`src/rtl/decoder_rr_sched.sv`:
```
// Round-robin scheduler for the shared 3-to-8 select decoder.
// Break-before-make: code settles before en rises and holds after it falls.
module decoder_rr_sched #(
  parameter int HOLD_CYCLES = 4,
  parameter int CNT_W       = 8
) (
  input  logic       clk,
  input  logic       rst,
  input  logic [7:0] req,
  input  logic       done,
  output logic       a,
  output logic       b,
  output logic       c,
  output logic       en,
  output logic       busy,
  output logic       start
);

  typedef enum logic [1:0] {
    IDLE,
    SETUP,
    GRANT,
    GAP
  } state_t;

  localparam logic [CNT_W-1:0] HOLD_LAST = CNT_W'(HOLD_CYCLES - 1);
  localparam bit               HOLD_ON   = (HOLD_CYCLES != 0);

  state_t           state;
  state_t           state_n;
  logic [2:0]       code;
  logic [2:0]       ptr;
  logic [2:0]       winner;
  logic             found;
  logic             rel;
  logic [CNT_W-1:0] cnt;

  assign a = code[2];
  assign b = code[1];
  assign c = code[0];

  // First requester after the last grantee, wrapping 7 -> 0
  always_comb begin
    logic [2:0] idx;
    winner = '0;
    found  = 1'b0;
    idx    = '0;
    for (int i = 1; i <= 8; i++) begin
      idx = ptr + 3'(i);
      if (!found && req[idx]) begin
        winner = idx;
        found  = 1'b1;
      end
    end
  end

  // Grant ends on done, dropped request, or dwell limit
  always_comb begin
    rel = done | ~req[code];
    if (HOLD_ON && cnt == HOLD_LAST)
      rel = 1'b1;
  end

  // Next-state selection
  always_comb begin
    state_n = state;
    unique case (state)
      IDLE:  if (found) state_n = SETUP;
      SETUP: state_n = GRANT;
      GRANT: if (rel) state_n = GAP;
      GAP:   state_n = IDLE;
      default: state_n = IDLE;
    endcase
  end

  // State register
  always_ff @(posedge clk or posedge rst) begin
    if (rst) state <= IDLE;
    else     state <= state_n;
  end

  // Registered code, pointer, dwell counter and outputs
  always_ff @(posedge clk or posedge rst) begin
    if (rst) begin
      code  <= '0;
      ptr   <= 3'd7;
      cnt   <= '0;
      en    <= 1'b0;
      busy  <= 1'b0;
      start <= 1'b0;
    end else begin
      en    <= (state_n == GRANT);
      busy  <= (state_n != IDLE);
      start <= (state == SETUP);
      if (state == IDLE && found)
        code <= winner;
      if (state == SETUP)
        cnt <= '0;
      else if (state == GRANT)
        cnt <= cnt + 1'b1;
      if (state == GAP)
        ptr <= code;
    end
  end

endmodule

```
`config.mk`:
```
export PLATFORM = sky130hd
export DESIGN_NAME = decoder_rr_sched
export DESIGN_NICKNAME = d
export VERILOG_FILES = /design/src/rtl/decoder_rr_sched.sv
export SDC_FILE = /design/constraint.sdc
export NUM_CORES = 1
export LEC_CHECK = 0
export BUFFER_PORTS_ARGS = -buffer_cell sky130_fd_sc_hd__buf_4
export CORE_MARGIN = 2
export CORE_UTILIZATION = 65
export DETAILED_ROUTE_END_ITERATION = 8
export GPL_TIMING_DRIVEN = 0
export HOLD_SLACK_MARGIN = 0.15
export PLACE_DENSITY = 0.95
export SLEW_MARGIN = 20
export SYNTH_ARGS = -nofsm -noshare
export SYNTH_HDL_FRONTEND = slang
export SYNTH_SLANG_ARGS = --single-unit
```
`constraint.sdc`:
```
create_clock -name clk -period 9.8 [get_ports clk]
set_input_delay 0.98 -clock clk [delete_from_list [all_inputs] [get_ports clk]]
set_output_delay 0.98 -clock clk [all_outputs]
set_load 0.005 [all_outputs]
```
==> flow_metrics.env, run 1 <==
export IMPL_wl_per_cell_um=20.0
export IMPL_yosys_warnings=0
export IMPL_async_reset_ff_share_pct=100
export IMPL_drc_errors=0
export IMPL_routed_wirelength_um=5190
export IMPL_dieWidth_um=59.2
export IMPL_place_congestion=0.923
export IMPL_startpoint="ptr[1]$_DFFE_PP1N_"
export IMPL_max_stage_delay_ns=0.54
export IMPL_power_density_mw_per_mm2=398
export IMPL_synth_xor_area_share_pct=2.66
export IMPL_rows=20
export IMPL_num_vias=1849
export IMPL_path_class="reg -> reg"
export IMPL_final_hold_viol_count=0
export IMPL_initial_utilization_pct=66.4
export IMPL_syn_area_per_cell_um2=9.60
export IMPL_clkTransAtPathRegs_ns=0.11
export IMPL_setup_viol=0
export IMPL_yosys_area_top_type="dfrtp_1"
export IMPL_nets=246
export IMPL_grt_use_total_pct=32.3
export IMPL_n_antenna_cell=0
export IMPL_yosysSeqAreaShare_pct=24.2
export IMPL_cts_buffers=3
export IMPL_post_cts_buffers=0
export IMPL_outcome="finished clean"
export IMPL_hold_buffers=0
export IMPL_grt_pass1_vias=1716
export IMPL_dieArea_mm2=0.00350
export IMPL_peakVddDrop_mv=0.197
export IMPL_antenna_found_initial=0
export IMPL_dp_hpwl_um=3890
export IMPL_cts_sinks=19
export IMPL_cts_buffer_depth=2
export IMPL_cp_start_kind="flop"
export IMPL_min_from="cnt[0]$_DFFE_PP0P_"
export IMPL_max_cap_violations=0
export IMPL_finClkSkew_ns=0.00685
export IMPL_rsz0062_at_grt="false"
export IMPL_finalCritPeriodShare_pct=46.3
export IMPL_synth_seq_cells=19
export IMPL_coreArea_mm2=0.00298
export IMPL_worst_pin_slew_ns=0.719
export IMPL_drtAntennaViolNets=0
export IMPL_synth_area_leaders="dfrtp_1 (20%), mux4_2 (13%), mux2i_1 (6.6%)"
export IMPL_grt_overflow=0
export IMPL_fillers=216
export IMPL_syn_inst=206
export IMPL_cts_max_level=1
export IMPL_cts_resized=0
export IMPL_synth_simple_area_share_pct=16.2
export IMPL_path_common_cell="clkbuf_1"
export IMPL_postPlaceCellArea_mm2=0.00214
export IMPL_numPortBuffers=16
export IMPL_worst_slack_ns=5.27
export IMPL_synth_edff_count=0
export IMPL_io_pins=17
export IMPL_fp_dieH_um=59.2
export IMPL_multi_input_area_mm2=0.00140
export IMPL_synth_cell_types=51
export IMPL_fmax_ghz=0.221
export IMPL_slowest_stage="dfstp_2"
export IMPL_drtIter0Drc=177
export IMPL_syn_nets=225
export IMPL_arrival_ns=4.73
export IMPL_cts_tree="done"
export IMPL_synth_compound_area_share_pct=19.1
export IMPL_grt_max_degree=20
export IMPL_finalSetupTns_ns=0
export IMPL_first_pass_iters=5
export IMPL_endpoint_kind="flop"
export IMPL_leakage_nw=0.902
export IMPL_synthMuxAreaShare_pct=27.7
export IMPL_final_cell_area_mm2=0.00216
export IMPL_slew_viol_final=0
export IMPL_crit_chain="clkbuf_1 > clkbuf_1 > inv_1 > ha_1 > clkbuf_1 > clkinv_1 > mux4_2 > a2111o_1 > o41ai_4 > mux2i_1 > a21oi_2"
export IMPL_synth_top_area_share_pct=20.3
export IMPL_synth_area_mm2=0.00198
export IMPL_synth_flop_cell="dfrtp_1"
export IMPL_ctsRootBufferMaster="clkbuf_4"
export IMPL_slew_limit_headroom_pct=51.7
export IMPL_worstPathMaxFanout=10
export IMPL_area_growth_pct=9.49
export IMPL_period_needed_ns=4.53
export IMPL_worstHoldPathType="reg -> reg"
export IMPL_vias_per_cell=7.14
export IMPL_place_ws_ns=5.39
export IMPL_holdWs_ns=0.529
export IMPL_final_seq_area_um2=479
export IMPL_synth_fa_ha_area_share_pct=5.06
export IMPL_drive_above_1_share_pct=20.8
export IMPL_required_ns=10.00
export IMPL_synth_top_family_by_area="multiplexers"
export IMPL_insertion_delay_ns=0.30
export IMPL_grt_pass1_wl_um=8370
export IMPL_timing_rr_start="ptr[1]$_DFFE_PP1N_"
## cells in the final DEF (no fill, tap or decap), types with 3 or more instances in the layout
| cell type | netlist | final |
|---|---|---|
| clkbuf_1 | 7 | 8 |
| buf_4 | 0 | 16 |
| nand3_1 | 6 | 6 |
| mux2i_1 | 13 | 13 |
| mux4_1 | 3 | 3 |
| o31ai_1 | 3 | 3 |
| nor3_1 | 3 | 3 |
| a21oi_1 | 10 | 10 |
| nor2_1 | 13 | 13 |
| dfstp_2 | 3 | 3 |
| o22ai_1 | 4 | 4 |
| xnor2_1 | 3 | 3 |
| mux4_2 | 11 | 11 |
| clkbuf_4 | 0 | 3 |
| o21ai_0 | 11 | 11 |
| xor2_1 | 3 | 3 |
| nand2b_1 | 6 | 6 |
| dfrtp_1 | 16 | 16 |
| inv_1 | 13 | 13 |
| a211oi_1 | 5 | 5 |
| ha_1 | 8 | 8 |
| and3_1 | 6 | 6 |
| nand2_1 | 15 | 15 |
| mux2_2 | 8 | 8 |
## power breakdown
part	leakage [nW]	internal, mW	switching [mW]
logic	0.657	0.283	0.391
registers	0.230	0.116	0.0305
clock network	0.0150	0.0159	0.0238
## critical path, delay by kind of cell, from the launching register on
family | cells | cell delay, ns
buffers and inverters | 5 | 1.83
multiplexers | 2 | 0.76
adder cells (fa/ha/maj) | 1 | 0.30
AO/OA/AOI/OAI | 3 | 1.00
flip-flops | 1 | 0.54
## stage by stage
stage               util [%]  power [mW]  cells
finish                  72.7       0.860    259
global route            72.7       0.919    259
CTS                     72.7       0.842    259
detailed placement      71.8       0.798    255
global placement        71.8       0.773    255
floorplan                  -       0.645    206
## registers in the layout, summed over array words and instances, names as in the netlist
name   cells
state      2
cnt        8
code       3
busy       1
ptr        3
start      1
en         1
## cell type report
class | instances | area share, %
clock buffers | 4 | 1.21
repair buffers | 16 | 5.55
inverters | 14 | 2.43
multi-input cells | 163 | 64.6
well taps | 33 | 1.91
plain buffers | 10 | 2.20
flip-flops and latches | 19 | 22.1
## synthesized netlist by cell type, drive strengths merged (4+ instances only)
cell,number
mux2i,13
nand2,15
nand2b,6
nor2,13
clkbuf,7
ha,8
nand3,6
a21oi,11
a211oi,5
dfrtp,16
and3,6
inv,13
o21ai,11
mux2,8
mux4,14
o22ai,4
## kinds of logic after synthesis
group	Yosys count
AOI/OAI and AO/OA	52
DFF	19
and+or+nand+nor	62
xor gates and xnor gates	6
muxes	35
adders and majority gates	8
buffers and inverters	24
## layer usage
metal	GRT usage (%)	up-vias	share of wire, %
met2	51.0	116	48
met4	12.0	0	4.1
met3	7.42	25	9.6
li1	-	839	-
met1	43.6	869	39
met5	0	-	0
## final timing paths
path                       slack [ns]  cells after the start                   to
max                              5.27                     11  code[1]$_DFFE_PP0P_
min                              0.53                      1   cnt[0]$_DFFE_PP0P_
max reg2reg                      5.27                     11  code[1]$_DFFE_PP0P_
min reg2reg                      0.53                      1   cnt[0]$_DFFE_PP0P_
max in group asynchronous        8.58                      2  code[0]$_DFFE_PP0P_
min in group asynchronous        0.78                      2      start$_DFF_PP0_
Note: power is estimated with default switching activity, not from simulation.
==> run 2: changes to the inputs <==
--- a/config.mk
+++ b/config.mk
@@ -5,13 +5,14 @@
 export SDC_FILE = /design/constraint.sdc
 export NUM_CORES = 1
 export LEC_CHECK = 0
+export ABC_AREA = 1
 export BUFFER_PORTS_ARGS = -buffer_cell sky130_fd_sc_hd__buf_4
 export CORE_MARGIN = 2
-export CORE_UTILIZATION = 65
+export CORE_UTILIZATION = 59
 export DETAILED_ROUTE_END_ITERATION = 8
 export GPL_TIMING_DRIVEN = 0
 export HOLD_SLACK_MARGIN = 0.15
-export PLACE_DENSITY = 0.95
+export PLACE_DENSITY = 0.89
 export SLEW_MARGIN = 20
 export SYNTH_ARGS = -nofsm -noshare
 export SYNTH_HDL_FRONTEND = slang
==> constraint.sdc (replaced) <==
create_clock -name clk -period 4.6 [get_ports clk]
set_input_delay 0.46 -clock clk [delete_from_list [all_inputs] [get_ports clk]]
set_output_delay 0.46 -clock clk [all_outputs]
set_load 0.005 [all_outputs]
==> flow_metrics.env, run 2 <==
export IMPL_cts_buffer_depth=2
export IMPL_leakage_nw=1.03
export IMPL_cp_start_kind="flop"
export IMPL_finalCritPeriodShare_pct=60.1
export IMPL_synth_most_common_cell="nand2_1"
export IMPL_grt_pass1_wl_um=6310
export IMPL_postPlaceCellArea_mm2=0.00196
export IMPL_routed_wirelength_um=3750
export IMPL_synth_seq_cells=19
export IMPL_hold_buffers=0
export IMPL_critical_path_depth=16
export IMPL_io_pins=17
export IMPL_dp_hpwl_um=3010
export IMPL_num_vias=1635
export IMPL_cts_resized=0
export IMPL_synth_flop_cell="dfrtp_1"
export IMPL_synth_cell_types=41
export IMPL_drc_errors=0
export IMPL_period_needed_ns=2.76
export IMPL_mostFrequentLayoutCells="nand2_1 (69), inv_1 (27), nand3_1 (22)"
export IMPL_peakVddDrop_mv=0.436
export IMPL_worstPathMaxFanout=10
export IMPL_fp_dieH_um=59.2
export IMPL_yosysSeqAreaShare_pct=26.7
export IMPL_worst_slack_ns=1.84
export IMPL_endpoint_kind="flop"
export IMPL_final_common_cell="nand2_1"
export IMPL_synth_area_mm2=0.00180
export IMPL_insertion_delay_ns=0.31
export IMPL_numPortBuffers=16
export IMPL_required_ns=4.81
export IMPL_dieArea_mm2=0.00350
export IMPL_first_pass_iters=4
export IMPL_power_density_mw_per_mm2=786
export IMPL_final_hold_viol_count=0
export IMPL_outcome="finished clean"
export IMPL_grt_use_total_pct=23.8
export IMPL_coreArea_mm2=0.00298
export IMPL_finalSetupTns_ns=0
export IMPL_drtAntennaViolNets=0
export IMPL_grt_overflow=0
export IMPL_area_growth_pct=10.5
export IMPL_final_cells=300
export IMPL_yosys_area_top_type="dfrtp_1"
export IMPL_slew_viol_final=0
export IMPL_dp_cells=296
export IMPL_cts_buffers=3
export IMPL_wl_per_cell_um=12.5
export IMPL_worstRegToRegCells=16
export IMPL_synth_edff_count=0
export IMPL_worstHoldPathType="in -> async"
export IMPL_grt_max_degree=20
export IMPL_syn_inst=247
export IMPL_async_reset_ff_share_pct=100
export IMPL_clkTransAtPathRegs_ns=0.12
export IMPL_nets=287
export IMPL_top_register="cnt"
export IMPL_post_cts_buffers=0
export IMPL_place_congestion=0.846
export IMPL_final_cell_area_mm2=0.00198
export IMPL_syn_area_per_cell_um2=7.27
export IMPL_slowest_stage="dfstp_2"
export IMPL_cts_sinks=19
export IMPL_largest_reg_flops=8
export IMPL_drive_above_1_share_pct=24.3
export IMPL_n_antenna_cell=0
export IMPL_top_regs="cnt: 8 flops, code: 3 flops, ptr: 3 flops"
export IMPL_synth_area_leaders="dfrtp_1 (22%), nand2_1 (14%), nand3_1 (6.1%)"
export IMPL_critPathTopFamily="simple AND/OR/NAND/NOR gates"
export IMPL_crit_buf_inv=4
export IMPL_dieWidth_um=59.2
export IMPL_arrival_ns=2.97
export IMPL_finClkSkew_ns=0.00453
export IMPL_rsz0062_at_grt="false"
export IMPL_synth_top_area_share_pct=22.3
export IMPL_ctsRootBufferMaster="clkbuf_4"
export IMPL_cts_tree="done"
export IMPL_fmax_ghz=0.362
export IMPL_rows=20
export IMPL_drtIter0Drc=105
export IMPL_grt_pass1_vias=1508
export IMPL_fin_util_pct=66.6
export IMPL_path_common_cell="nand2_1"
export IMPL_worst_pin_slew_ns=0.702
export IMPL_syn_nets=266
export IMPL_synth_common_cells="nand2_1 (69), inv_1 (27), nand3_1 (22)"
export IMPL_slew_limit_headroom_pct=53.2
export IMPL_antenna_found_initial=0
export IMPL_initial_utilization_pct=60.3
export IMPL_crit_chain="buf_2 > inv_2 > ha_1 > buf_4 > inv_2 > nand3_2 > nand2_1 > nand2_1 > nand2_1 > nand4_4 > nor2_8 > nand2_2 > nor2_2 > nand3_2 > nand2_1 > nand2_1"
export IMPL_cts_max_level=1
export IMPL_setup_viol=0
export IMPL_path_class="reg -> reg"
export IMPL_max_cap_violations=0
export IMPL_yosys_warnings=0
export IMPL_place_ws_ns=1.84
export IMPL_max_stage_delay_ns=0.55
export IMPL_vias_per_cell=5.45
[run 2: cell count changes after synthesis, sizes merged, moves of 11 or more]
cell / previous run / this run
mux2i: 13 / 2
nor2: 13 / 24
nand3: 6 / 36
inv: 13 / 31
mux4: 14 / 0
nand2: 15 / 82
[run 2: where the power goes]
group	switching, mW	leakage (nW)	total [mW]	internal [mW]
clock	0.0570	0.0177	0.0895	0.0325
sequential	0.0503	0.235	0.291	0.241
combinational	0.750	0.774	1.18	0.430
[run 2: layout make-up]
type,instances,area [um2]
Multi-Input combinational cell,191,1150
Buffer,6,50.0
Clock buffer,3,22.5
Fill cell,266,993
Inverter,31,119
Clock inverter,1,5.00
Sequential cell,19,479
Tap cell,33,41.3
Timing Repair Buffer,16,120
[run 2: worst paths after layout]
check                                      to  slack [ns]          startpoint
setup / recovery               busy$_DFF_PP0_        1.84  ptr[1]$_DFFE_PP1N_
hold / removal             state[0]$_DFF_PP0_        0.25                 rst
setup reg to reg               busy$_DFF_PP0_        1.84  ptr[1]$_DFFE_PP1N_
hold reg to reg            cnt[0]$_DFFE_PP0P_        0.52  cnt[0]$_DFFE_PP0P_
max in group asynchronous  state[1]$_DFF_PP0_        3.91                 rst
min in group clk           cnt[0]$_DFFE_PP0P_        0.52  cnt[0]$_DFFE_PP0P_
[run 2: cell families after synthesis]
| kind of cell | after synthesis | synth area share (%) |
|---|---|---|
| XOR/XNOR | 3 | 1.46 |
| flip-flops | 19 | 26.7 |
| buffers and inverters | 37 | 9.41 |
| multiplexers | 2 | 1.12 |
| AND/OR/NAND/NOR | 155 | 48.2 |
| AO/OA/AOI/OAI | 23 | 7.53 |
| adder cells (fa/ha/maj) | 8 | 5.58 |
[run 2: stage by stage]
| stage | hold WS (ns) | total power, mW |
|---|---|---|
| CTS | 0.275 | 1.56 |
| detailed placement | 0.508 | 1.47 |
| global route | 0.319 | 1.72 |
| finish | 0.250 | 1.56 |
| floorplan | 0.409 | 1.24 |
| global placement | 0.494 | 1.44 |
[run 2: per-layer routing]
metal	vias to the layer above	GRT usage, %	part of all wire (%)
met3	6	4.80	3.5
met5	-	0	0
met2	40	41.9	52
li1	841	-	-
met1	748	29.6	43
met4	0	5.84	1.6
==> run 3: changes to the inputs <==
--- a/config.mk
+++ b/config.mk
@@ -8,11 +8,11 @@
 export ABC_AREA = 1
 export BUFFER_PORTS_ARGS = -buffer_cell sky130_fd_sc_hd__buf_4
 export CORE_MARGIN = 2
-export CORE_UTILIZATION = 59
+export CORE_UTILIZATION = 54
 export DETAILED_ROUTE_END_ITERATION = 8
 export GPL_TIMING_DRIVEN = 0
 export HOLD_SLACK_MARGIN = 0.15
-export PLACE_DENSITY = 0.89
+export PLACE_DENSITY = 0.87
 export SLEW_MARGIN = 20
 export SYNTH_ARGS = -nofsm -noshare
 export SYNTH_HDL_FRONTEND = slang
==> constraint.sdc (replaced) <==
create_clock -name clk -period 2.2 [get_ports clk]
set_input_delay 0.22 -clock clk [delete_from_list [all_inputs] [get_ports clk]]
set_output_delay 0.22 -clock clk [all_outputs]
set_load 0.005 [all_outputs]
==> flow_metrics.env, run 3 (synthesized netlist as in run 2, its figures left out) <==
export IMPL_area_growth_pct=24.5
export IMPL_holdPathStages=6
export IMPL_grt_pass1_vias=1726
export IMPL_finalCritPeriodShare_pct=105
export IMPL_cts_tree="done"
export IMPL_fp_dieH_um=61.7
export IMPL_worst_r2r_endpoint="busy$_DFF_PP0_"
export IMPL_drc_errors=0
export IMPL_power_density_mw_per_mm2=1770
export IMPL_drtIter0Drc=177
export IMPL_critPathTopFamily="simple AND/OR/NAND/NOR gates"
export IMPL_cts_buffers=3
export IMPL_min_to="en$_DFF_PP0_"
export IMPL_leakage_nw=1.11
export IMPL_timing_rr_start="ptr[1]$_DFFE_PP1N_"
export IMPL_cp_start_kind="flop"
export IMPL_cts_buffer_depth=2
export IMPL_io_pins=17
export IMPL_violations="negative setup slack"
export IMPL_slew_viol_final=0
export IMPL_grt_use_total_pct=25.3
export IMPL_drtAntennaViolNets=0
export IMPL_dieWidth_um=61.7
export IMPL_routed_wirelength_um=4630
export IMPL_cts_max_level=1
export IMPL_fillers=235
export IMPL_dp_hpwl_um=3090
export IMPL_largest_reg_flops=8
export IMPL_coreArea_mm2=0.00310
export IMPL_grt_max_degree=20
export IMPL_insertion_delay_ns=0.31
export IMPL_required_ns=2.41
export IMPL_min_from="done"
export IMPL_wl_per_cell_um=14.2
export IMPL_worst_slack_ns=-0.120
export IMPL_arrival_ns=2.53
export IMPL_vias_per_cell=5.58
export IMPL_multi_input_area_mm2=0.00125
export IMPL_top_register="cnt"
export IMPL_slew_limit_headroom_pct=50.0
export IMPL_peakVddDrop_mv=0.780
export IMPL_max_stage_delay_ns=0.58
export IMPL_num_vias=1812
export IMPL_max_cap_violations=0
export IMPL_final_seq_area_um2=479
export IMPL_path_class="reg -> reg"
export IMPL_n_antenna_cell=0
export IMPL_rows=20
export IMPL_r2r_slack_ns=-0.12
export IMPL_endpoint_kind="flop"
export IMPL_slowest_stage="dfstp_2"
export IMPL_top_regs="cnt: 8 flops, code: 3 flops, ptr: 3 flops"
export IMPL_worstHoldPathType="in -> reg"
export IMPL_rsz0062_at_grt="true"
export IMPL_clkTransAtPathRegs_ns=0.11
export IMPL_drive_above_1_share_pct=33.8
export IMPL_worstPathMaxFanout=6
export IMPL_first_pass_iters=5
export IMPL_fmax_ghz=0.431
export IMPL_ctsRootBufferMaster="clkbuf_4"
export IMPL_initial_utilization_pct=57.9
export IMPL_nets=301
export IMPL_grt_pass1_wl_um=7070
export IMPL_place_congestion=0.915
export IMPL_crit_chain="buf_8 > inv_8 > ha_4 > nand3_4 > nand3_4 > nand2_4 > nor2_8 > nand4_4 > nor2_8 > nand2_2 > nor2_2 > nand3_2 > nand2_2 > nand2_1"
export IMPL_grt_overflow=0
export IMPL_finalSetupTns_ns=-0.482
export IMPL_setup_viol=6
export IMPL_antenna_found_initial=0
export IMPL_worst_pin_slew_ns=0.749
export IMPL_mostFrequentLayoutCells="nand2_1 (62), buf_4 (31), inv_1 (25)"
export IMPL_dieArea_mm2=0.00380
export IMPL_place_ws_ns=-0.367
export IMPL_crit_buf_inv=2
export IMPL_outcome="complete, but fails checks"
export IMPL_finClkSkew_ns=0.00451
export IMPL_period_needed_ns=2.32
export IMPL_worstRegToRegCells=14
export IMPL_numPortBuffers=16
export IMPL_final_hold_viol_count=0
export IMPL_cts_sinks=19
export IMPL_final_common_cell="nand2_1"
==> run 3: cell count changes in the layout (fill, tap and decap cells not counted), moves of 2 or more <==
| cell | previous run | this run |
|---|---|---|
| nand2_4 | 5 | 7 |
| nand2_2 | 8 | 13 |
| nand3_1 | 22 | 17 |
| xor2_2 | 0 | 2 |
| inv_8 | 0 | 2 |
| inv_1 | 27 | 25 |
| nand3_4 | 4 | 6 |
| nand3_2 | 10 | 13 |
| nand2_1 | 69 | 62 |
| xor2_1 | 2 | 0 |
| buf_4 | 18 | 31 |
==> run 3: routing by layer <==
layer | up-vias | GRT usage, % | wire length (um)
li1 | 864 | - | -
met3 | 32 | 5.25 | 308
met1 | 817 | 29.3 | 1840
met4 | 0 | 10.9 | 182
met2 | 99 | 44.7 | 2300
met5 | - | 0 | 0
==> run 3: report_power, final <==
part           leakage, nW  switching (mW)  internal [mW]
sequential           0.235           0.120          0.506
clock               0.0150           0.114         0.0709
combinational        0.863            1.91           1.23
==> run 3: worst max-delay path by stage <==
stage	cells past startpoint	slack (ns)	to	start
after floorplan	17	-0.16	busy$_DFF_PP0_	ptr[0]$_DFFE_PP1N_
after global routing	16	-0.25	code[1]$_DFFE_PP0P_	ptr[1]$_DFFE_PP1N_
after detailed placement	17	-0.37	busy$_DFF_PP0_	ptr[0]$_DFFE_PP1N_
after CTS	15	-0.08	busy$_DFF_PP0_	ptr[1]$_DFFE_PP1N_
after global placement	17	-0.33	busy$_DFF_PP0_	ptr[0]$_DFFE_PP1N_
final	14	-0.12	busy$_DFF_PP0_	ptr[1]$_DFFE_PP1N_
==> run 3: layout make-up <==
class / instances / share of cell area [%]
multi-input combinational: 191 / 55.8
sequential: 19 / 21.4
timing repair buffer: 32 / 11.0
inverter: 31 / 6.44
tap: 44 / 2.46
buffer: 4 / 1.68
clock buffer: 4 / 1.18
==> run 3: what timing repair did <==
action                     4_1_cts  5_1_grt
gates cloned                     0        0
resized for setup               15       12
setup endpoints to repair        6        6
pin swaps                       17       15
hold buffers                     1        0
hold endpoints to repair        16        0
setup buffers                   13        2
==> run 3: metrics by stage <==
stage | total power [mW] | area [um2] | hold WS [ns] | cells | util, %
after floorplan | 2.71 | 1850 | 0.169 | 247 | -
after global placement | 3.15 | 2020 | 0.367 | 307 | 65.2
after detailed placement | 3.22 | 2020 | 0.377 | 307 | 65.2
after CTS | 3.68 | 2180 | 0.336 | 323 | 70.2
after global routing | 4.27 | 2230 | 0.389 | 325 | 72.0
final | 3.95 | 2230 | 0.355 | 325 | 72.0
==> run 3: worst min-delay path, cell delays in order <==
cell,delay (ns)
buf_4,0.08
nor3_1,0.05
o211ai_1,0.08
nand2_1,0.05
nand2_1,0.10
a21oi_2,0.06
